### src/rtl/lsu_mem_initiator.sv
// RV32 load/store initiator driving one byte-enable RAM port.
// Word-crossing accesses are either split into two RAM cycles or faulted.
module lsu_mem_initiator #(
  parameter int ADDR_WIDTH       = 14,
  parameter bit MISALIGNED_SPLIT = 1'b1
) (
  input  logic                  clk,
  input  logic                  rst,
  input  logic                  req_valid,
  output logic                  req_ready,
  input  logic                  req_write,
  input  logic [2:0]            req_funct3,
  input  logic [ADDR_WIDTH-1:0] req_addr,
  input  logic [31:0]           req_wdata,
  output logic                  resp_valid,
  output logic [31:0]           resp_rdata,
  output logic                  resp_fault,
  output logic [ADDR_WIDTH-1:0] mem_addr,
  output logic [31:0]           mem_wdata,
  output logic [3:0]            mem_wenable,
  input  logic [31:0]           mem_rdata
);

  typedef enum logic [2:0] {IDLE, FIRST, SECOND, RESP, FAULT} state_t;

  state_t                state, state_nxt;
  logic                  wr_q;
  logic [2:0]            f3_q;
  logic [ADDR_WIDTH-1:0] addr_q;
  logic [31:0]           wdata_q, part1, part2;

  function automatic logic [2:0] size_of(input logic [1:0] f);
    case (f)
      2'd0:    return 3'd1;
      2'd1:    return 3'd2;
      default: return 3'd4;
    endcase
  endfunction

  function automatic logic is_cross(input logic [1:0] off, input logic [2:0] sz);
    return ({1'b0, off} + sz) > 3'd4;
  endfunction

  function automatic logic [3:0] bmask(input logic [2:0] n);
    case (n)
      3'd0:    return 4'b0000;
      3'd1:    return 4'b0001;
      3'd2:    return 4'b0011;
      3'd3:    return 4'b0111;
      default: return 4'b1111;
    endcase
  endfunction

  // Request qualification (only meaningful in IDLE)
  logic accept, bad_f3, req_fault;
  assign accept    = req_valid && (state == IDLE);
  assign bad_f3    = req_write ? (req_funct3 > 3'd2)
                               : !(req_funct3 inside {3'd0, 3'd1, 3'd2, 3'd4, 3'd5});
  assign req_fault = bad_f3 ||
                     (!MISALIGNED_SPLIT && is_cross(req_addr[1:0], size_of(req_funct3[1:0])));

  // Geometry of the latched access: n1 bytes in the first word, n2 in the next
  logic [2:0] size_q, n1, n2;
  logic       cross_q;
  logic [ADDR_WIDTH-3:0] word_nxt;
  assign size_q   = size_of(f3_q[1:0]);
  assign cross_q  = is_cross(addr_q[1:0], size_q);
  assign n1       = cross_q ? (3'd4 - {1'b0, addr_q[1:0]}) : size_q;
  assign n2       = size_q - n1;
  // Top word wraps to word 0 by plain truncation
  assign word_nxt = addr_q[ADDR_WIDTH-1:2] + {{(ADDR_WIDTH-3){1'b0}}, 1'b1};

  // Load result: merge the two halves, trim to size, then extend
  logic [31:0] raw, ext;
  always_comb begin
    raw = part1 | part2;
    case (size_q)
      3'd1:    raw = raw & 32'h0000_00FF;
      3'd2:    raw = raw & 32'h0000_FFFF;
      default: raw = raw;
    endcase
    case (f3_q)
      3'd0:    ext = {{24{raw[7]}}, raw[7:0]};
      3'd1:    ext = {{16{raw[15]}}, raw[15:0]};
      default: ext = raw;
    endcase
  end

  // State register
  always_ff @(posedge clk or posedge rst) begin
    if (rst) state <= IDLE;
    else     state <= state_nxt;
  end

  // Next state and per-state outputs; write enables are combinational so reset kills them at once
  always_comb begin
    state_nxt   = state;
    req_ready   = (state == IDLE);
    resp_valid  = 1'b0;
    resp_fault  = 1'b0;
    resp_rdata  = '0;
    mem_wenable = '0;
    case (state)
      IDLE:   if (accept) state_nxt = req_fault ? FAULT : FIRST;
      FIRST: begin
        if (wr_q) mem_wenable = bmask(n1);
        state_nxt = cross_q ? SECOND : RESP;
      end
      SECOND: begin
        if (wr_q) mem_wenable = bmask(n2);
        state_nxt = RESP;
      end
      RESP: begin
        resp_valid = 1'b1;
        if (!wr_q) resp_rdata = ext;
        state_nxt = IDLE;
      end
      FAULT: begin
        resp_valid = 1'b1;
        resp_fault = 1'b1;
        state_nxt  = IDLE;
      end
      default: state_nxt = IDLE;
    endcase
  end

  // Request latch, RAM address/data registers and load-part capture
  always_ff @(posedge clk or posedge rst) begin
    if (rst) begin
      wr_q      <= 1'b0;
      f3_q      <= '0;
      addr_q    <= '0;
      wdata_q   <= '0;
      part1     <= '0;
      part2     <= '0;
      mem_addr  <= '0;
      mem_wdata <= '0;
    end else begin
      case (state)
        IDLE: if (accept) begin
          wr_q    <= req_write;
          f3_q    <= req_funct3;
          addr_q  <= req_addr;
          wdata_q <= req_wdata;
          part1   <= '0;
          part2   <= '0;
          // Faulting requests never touch the RAM-side registers
          if (!req_fault) begin
            mem_addr  <= req_addr;
            mem_wdata <= req_wdata;
          end
        end
        FIRST: begin
          part1 <= mem_rdata;
          if (cross_q) begin
            mem_addr  <= {word_nxt, 2'b00};
            mem_wdata <= wdata_q >> {n1, 3'b000};
          end
        end
        SECOND: part2 <= mem_rdata << {n1, 3'b000};
        default: ;
      endcase
    end
  end

endmodule

### config.mk
export PLATFORM = sky130hd
export DESIGN_NAME = lsu_mem_initiator
export DESIGN_NICKNAME = d
export VERILOG_FILES = /design/src/rtl/lsu_mem_initiator.sv
export SDC_FILE = /design/constraint.sdc
export NUM_CORES = 1
export LEC_CHECK = 0
export CELL_PAD_IN_SITES_DETAIL_PLACEMENT = 1
export CELL_PAD_IN_SITES_GLOBAL_PLACEMENT = 1
export CORE_AREA = 2 2 159 161
export DETAILED_ROUTE_END_ITERATION = 8
export DIE_AREA = 0 0 161 163
export PLACE_DENSITY_LB_ADDON = 0.08
export SLEW_MARGIN = 20
export SYNTH_ARGS = -nofsm -noshare
export SYNTH_HDL_FRONTEND = slang
export SYNTH_SLANG_ARGS = --single-unit
### constraint.sdc
create_clock -name clk -period 12.7 [get_ports clk]
set_input_delay 3.81 -clock clk [delete_from_list [all_inputs] [get_ports clk]]
set_output_delay 3.81 -clock clk [all_outputs]
set_load 0.02 [all_outputs]
# [After elaboration in Yosys (flattened, before gate mapping)]
# Index checks and enable logic that the tools add are counted.
[word_totals] reg_bits=163 word_cells=84 output_inout_bits=85 inputBits=85
[classes] addsub=4 n_eq_ne=21 muxes=29 shifts=2 bitwise=1 order_cmp=2 n_reduce_logical=16
[op_table] op="one-hot mux 32 bit (2 select lines)" count=5
[op_table] op="2-to-1 mux 32 bit" count=6
[op_table] op="2-to-1 mux 14 bit" count=3
[op_table] op="OR 32 bit" count=1
[op_table] op="one-hot mux 4 bit (4 select lines)" count=2
[op_table] op="<< shifter 32 x 6 -> 32 bit" count=1
[op_table] op=">> shifter 32 x 6 -> 32 bit" count=1
[op_table] op="one-hot mux 14 bit (2 select lines)" count=1
[op_table] op="== test 3 x 2 -> 1 bit, second input constant" count=8
[op_table] op="== test 3 x 1 -> 1 bit, second input constant" count=6
[op_table] op="logical NOT 3 bit" count=5
[op_table] op="adder 12 x 1 -> 12 bit, second input constant" count=1
[op_table] op="== test 3 bit, second input constant" count=3
[op_table] op="2-to-1 mux 3 bit" count=3
[op_table] op="one-hot mux 3 bit (3 select lines)" count=1
[op_table] op="2-to-1 mux 4 bit" count=2
[op_table] op="one-hot mux 4 bit (2 select lines)" count=1
[op_table] op="one-hot mux 3 bit (2 select lines)" count=1
[op_table] op="AND reduction 2 bit" count=3
[op_table] op="nonzero test 5 bit" count=1
[op_table] op="2-to-1 mux 1 bit" count=4
[op_table] op="inequality test 2 bit, second input constant" count=2
[op_table] op="AND reduction 4 bit" count=1
[op_table] op="nonzero test 2 bit" count=2
[op_table] op="other kinds (11)" count=11

# [Logic depth before layout (Yosys ltp)]
[logic_depth] word_depth=10 depth_mapped=16 mapped_depth_nobuf=12

# [Worst setup path before layout]
# Ideal clock, no wire load.
[synth_timing] kind="reg2out" from="reg f3_q[1]" to="out mem_wenable[1]" stages_incl_launch_ff=15 t_required_ns=8.890 t_arrival_ns=3.338 slack_ns=5.552 path_buffers=3 path_cell_list="dfrtp_1 buf_6 nand2b_1 buf_4 xnor2_1 ha_1 o211ai_1 o311ai_2 a21oi_4 clkinv_4 buf_4 fa_1 xnor2_1 a21o_1 a21boi_0"
[synth_between] elab_chain_len=10 elab_cells_between_ends=20 classes_between="2 x add/sub; 1 x order compare; 7 x eq/ne; 7 x mux; 3 x reduce/logical"
[synth_rtl] item="start, declared" line_no="28" source="logic [2:0] f3_q;"
[synth_rtl] item="start signal, assigned" line_no="142" source="f3_q <= req_funct3;"
[synth_rtl] item="== test 2 x 1 -> 1 bit or logical NOT 2 bit (tied branches)" line_no="33" source="case (f)"
[synth_rtl] item="one-hot mux 3 bit (2 select lines) (*)" line_no="33"
[synth_rtl] item="adder 2 x 3 -> 3 bit" line_no="41" source="return ({1'b0, off} + sz) > 3'd4;"
[synth_rtl] item="> comparator 3 bit" line_no="41"
[synth_rtl] item="2-to-1 mux 3 bit" line_no="68" source="assign n1 = cross_q ? (3'd4 - {1'b0, addr_q[1:0]}) : size_q;"
[synth_rtl] item="subtractor 3 bit" line_no="69" source="assign n2 = size_q - n1;"
[synth_rtl] item="== test 3 x 2 -> 1 bit, or another cell as far along" line_no="45" source="case (n)"
[synth_rtl] item="one-hot mux 4 bit (4 select lines)" line_no="45"
[synth_rtl] item="2-to-1 mux 4 bit" line_no="110" source="if (wr_q) mem_wenable = bmask(n2);"
[synth_rtl] item="one-hot mux 4 bit (2 select lines) (*)" line_no="103" source="case (state)"
[synth_rtl] item="end, declared" line_no="20" source="output logic [3:0] mem_wenable,"
# Mark *: on every way between the ends. The rest lies on a longest branch, timed or not.

# [Worst setup path in the final report]
[layout_timing] from="reg f3_q[1]" to="out mem_wenable[2]"
# The elaborated chain is that of the path after synthesis.

==> results.ini <==
[status]
status=complete, no violations

[setup_path]
crit_required_ps=8890
cpMaxStageDelayCell=clkdlybuf4s50_1
slowest_delay_ps=640
arrival_ps=4910
path_class=reg -> out
cp_num_cells=12
r2r_cells=9
crit_path_start_kind=flip-flop
r2r-end=part2[3]
r2r-start=f3_q[1]
critical-path-top-delay-family=compound AO/OA/AOI/OAI gates
end_kind=output pin
r2r_slack_ps=8930
crit_path_max_fanout=21
worstPathCellList=nand2b_1 -> xnor2_1 -> ha_1 -> o211ai_1 -> o311ai_2 -> a21oi_4 -> clkinv_4 -> fa_1 -> xnor2_1 -> o22a_1 -> a21boi_0 -> clkdlybuf4s50_1
path_common_cell=xnor2_1
crit_buf_inv=2

[sta]
max_slew.worst_pin.slew_ps=984.7
fin_crit_ps=8725
slew_viol_final=0
max_slew_margin=0.3435
rsz0062_at_grt=no
period_share=0.6870
fmax_ghz=0.1146
setup_viol=0
tns_ps=0
skew_ps=8.432
hold_viol=0
fin_ws_ps=3975
holdWs_ps=474.9

[cts]
path_clk_slew_ps=60
cts_tree=built
ctsResizeCount=0
clockBufferDepth=2
cts_hold_buf=0
post_cts_buffers=0
clock_latency_ps=430
cts_max_level=4
clockRootBuffer=clkbuf_16
cts_sinks=163
cts_buffers=17

[floorplan]
pin_count=170
core_um2=24670
start_util=0.3423
die_x_um=161
row_count=58
die_h_um=163
die_area_um2=26240

[global_route]
grt_max_degree=91
grt_pass1_vias=7952
track_usage=0.2272
antenna_found_initial=0
grt_pass1_wl_um=46100
grt_overflow=0

[finish]
diodes=0
final-instance-count-excl-fill=1435
drive_above_1_share=0.05249
fill_cells=2855
area_delta_synth_final_pct=30.42
nNetsFinal=1184

[routing]
wl_um=28950
drt_iter0_markers=392
wire_per_inst_um=20.18
viasPerCell=5.274
drcViolationCount=0
dr.pass1.iters=5
vias=7568
final_antenna_net_count=0

[place]
dpl.cell_count=1401
port_buffers=169
place_ws_ps=4457
place_congestion=0.8240
dp_hpwl_um=19940

[power]
ir_drop_mv=0.1728
power_density_nw_per_um2=318.6
power.leakage_nw=5.004

[synthesis]
synthFlopType=dfrtp_1
syn_nets=1049
syn-cell-area_um2=8447
ys_warn_count=0
synth_enable_flop_cells=0
synth.distinct_cells=60
ys_seq_area_frac=0.4829
synth_async_sr_flop_share=1.000
syn_inst=957
synthesis.area_per_instance_um2=8.826
yosys_register_bits=163

[hold_path]
min_path_cells=2
hold_end=mem_wdata[29]
worstHoldPathType=reg -> reg
hp-start=mem_wdata[29]

[flow_run]
drv_cap=0

metal layers:
layer	global-route usage	vias up	routed length (um)
li1	-	3575	-
met1	0.3018	3800	13100
met2	0.3851	156	14300
met3	0.03081	37	902
met4	0.07386	0	654
met5	0	-	0
per-stage QoR:
step,utilization,total power (W),instance area [um2]
floorplan,-,0.002325,8447
global route,0.4465,0.003777,11020
CTS,0.4443,0.003530,10960
finish,0.4465,0.003510,11020
detailed placement,0.4183,0.002945,10320
global placement,0.4183,0.002906,10320
cells in the mapped netlist, drive strengths merged (3+ instances only):
library cell | number | area, um2
nand2 | 261 | 979.7
dfrtp | 163 | 4079
o21ai | 71 | 359.1
nor2 | 68 | 262.8
a21oi | 59 | 317.8
mux2i | 50 | 500.5
buf | 40 | 241.5
nand3 | 40 | 210.2
clkbuf | 23 | 86.33
o21bai | 17 | 127.6
inv | 13 | 48.80
o22ai | 11 | 68.82
and3 | 10 | 62.56
a211o | 9 | 78.83
o22a | 9 | 78.83
a221o | 8 | 80.08
a22o | 8 | 70.07
o221ai | 8 | 70.07
xnor2 | 8 | 70.07
a2bb2oi | 7 | 61.31
o31ai | 7 | 52.55
ha | 6 | 75.07
nor3 | 5 | 30.03
o21a | 5 | 37.54
xor2 | 5 | 43.79
a21o | 4 | 30.03
a211oi | 3 | 22.52
a21boi | 3 | 22.52
a22oi | 3 | 22.52
nand4 | 3 | 18.77
nor2b | 3 | 18.77
nor4 | 3 | 25.02
o211ai | 3 | 22.52
or2 | 3 | 18.77
worst min-delay path, delay by kind of cell, from the launching register on:
kind / cells / cell delay (ps)
flip-flops: 1 / 340
AND/OR/NAND/NOR: 1 / 50
AO/OA/AOI/OAI: 1 / 50
how the worst max path moves through the flow:
stage / slack [ps] / startpoint / endpoint
4_1_cts: 3980 / f3_q[1] / mem_wenable[1]
6_report: 3980 / f3_q[1] / mem_wenable[2]
3_3_place_gp: 4580 / f3_q[1] / mem_wenable[2]
2_1_floorplan: 4490 / rst / addr_q[0]
3_5_place_dp: 4460 / f3_q[1] / mem_wenable[1]
5_1_grt: 3700 / f3_q[1] / mem_wenable[2]
power breakdown:
| part | switching [W] | internal [W] |
|---|---|---|
| registers | 0.000180 | 0.000758 |
| logic | 0.00121 | 0.000799 |
| clock network | 0.000215 | 0.000352 |
logic make-up (layout without fill, tap and decap cells):
| kind of cell | Yosys count | in the layout | share of synthesized area |
|---|---|---|---|
| compound gates | 241 | 241 | 0.1868 |
| xor+xnor | 13 | 13 | 0.01348 |
| fa+ha+maj | 7 | 7 | 0.01126 |
| buf+inv | 77 | 225 | 0.04562 |
| flops | 163 | 163 | 0.4829 |
| mux | 50 | 50 | 0.05925 |
| simple gates | 406 | 406 | 0.2007 |
cell usage in the layout (no fill, tap or decap), drive strengths merged, types with 8 or more instances in the layout:
cell type | Yosys | final
a211o | 9 | 9
a21oi | 59 | 59
a221o | 8 | 8
a22o | 8 | 8
and3 | 10 | 10
buf | 40 | 10
clkbuf | 23 | 25
clkdlybuf4s50 | 0 | 169
dfrtp | 163 | 163
inv | 13 | 13
mux2i | 50 | 50
nand2 | 261 | 261
nand3 | 40 | 40
nor2 | 68 | 68
o21ai | 71 | 71
o21bai | 17 | 17
o221ai | 8 | 8
o22a | 9 | 9
o22ai | 11 | 11
xnor2 | 8 | 8
cell type report:
type / instances / area, um2 / share of cell area
Sequential cell: 163 / 4079 / 0.3702
Multi-Input combinational cell: 717 / 4015 / 0.3645
Timing Repair Buffer: 179 / 1807 / 0.1640
Clock buffer: 25 / 495.5 / 0.04497
Tap cell: 330 / 412.9 / 0.03748
Clock inverter: 7 / 145.1 / 0.01317
Inverter: 14 / 62.56 / 0.005679
sequential cells by signal, summed over array words and instances, names as in the netlist:
name,flops
wr_q,1
part2,32
mem_wdata,32
wdata_q,32
f3_q,3
part1,32
state,3
addr_q,14
mem_addr,14
No activity file was read; power rests on OpenSTA's default activity.
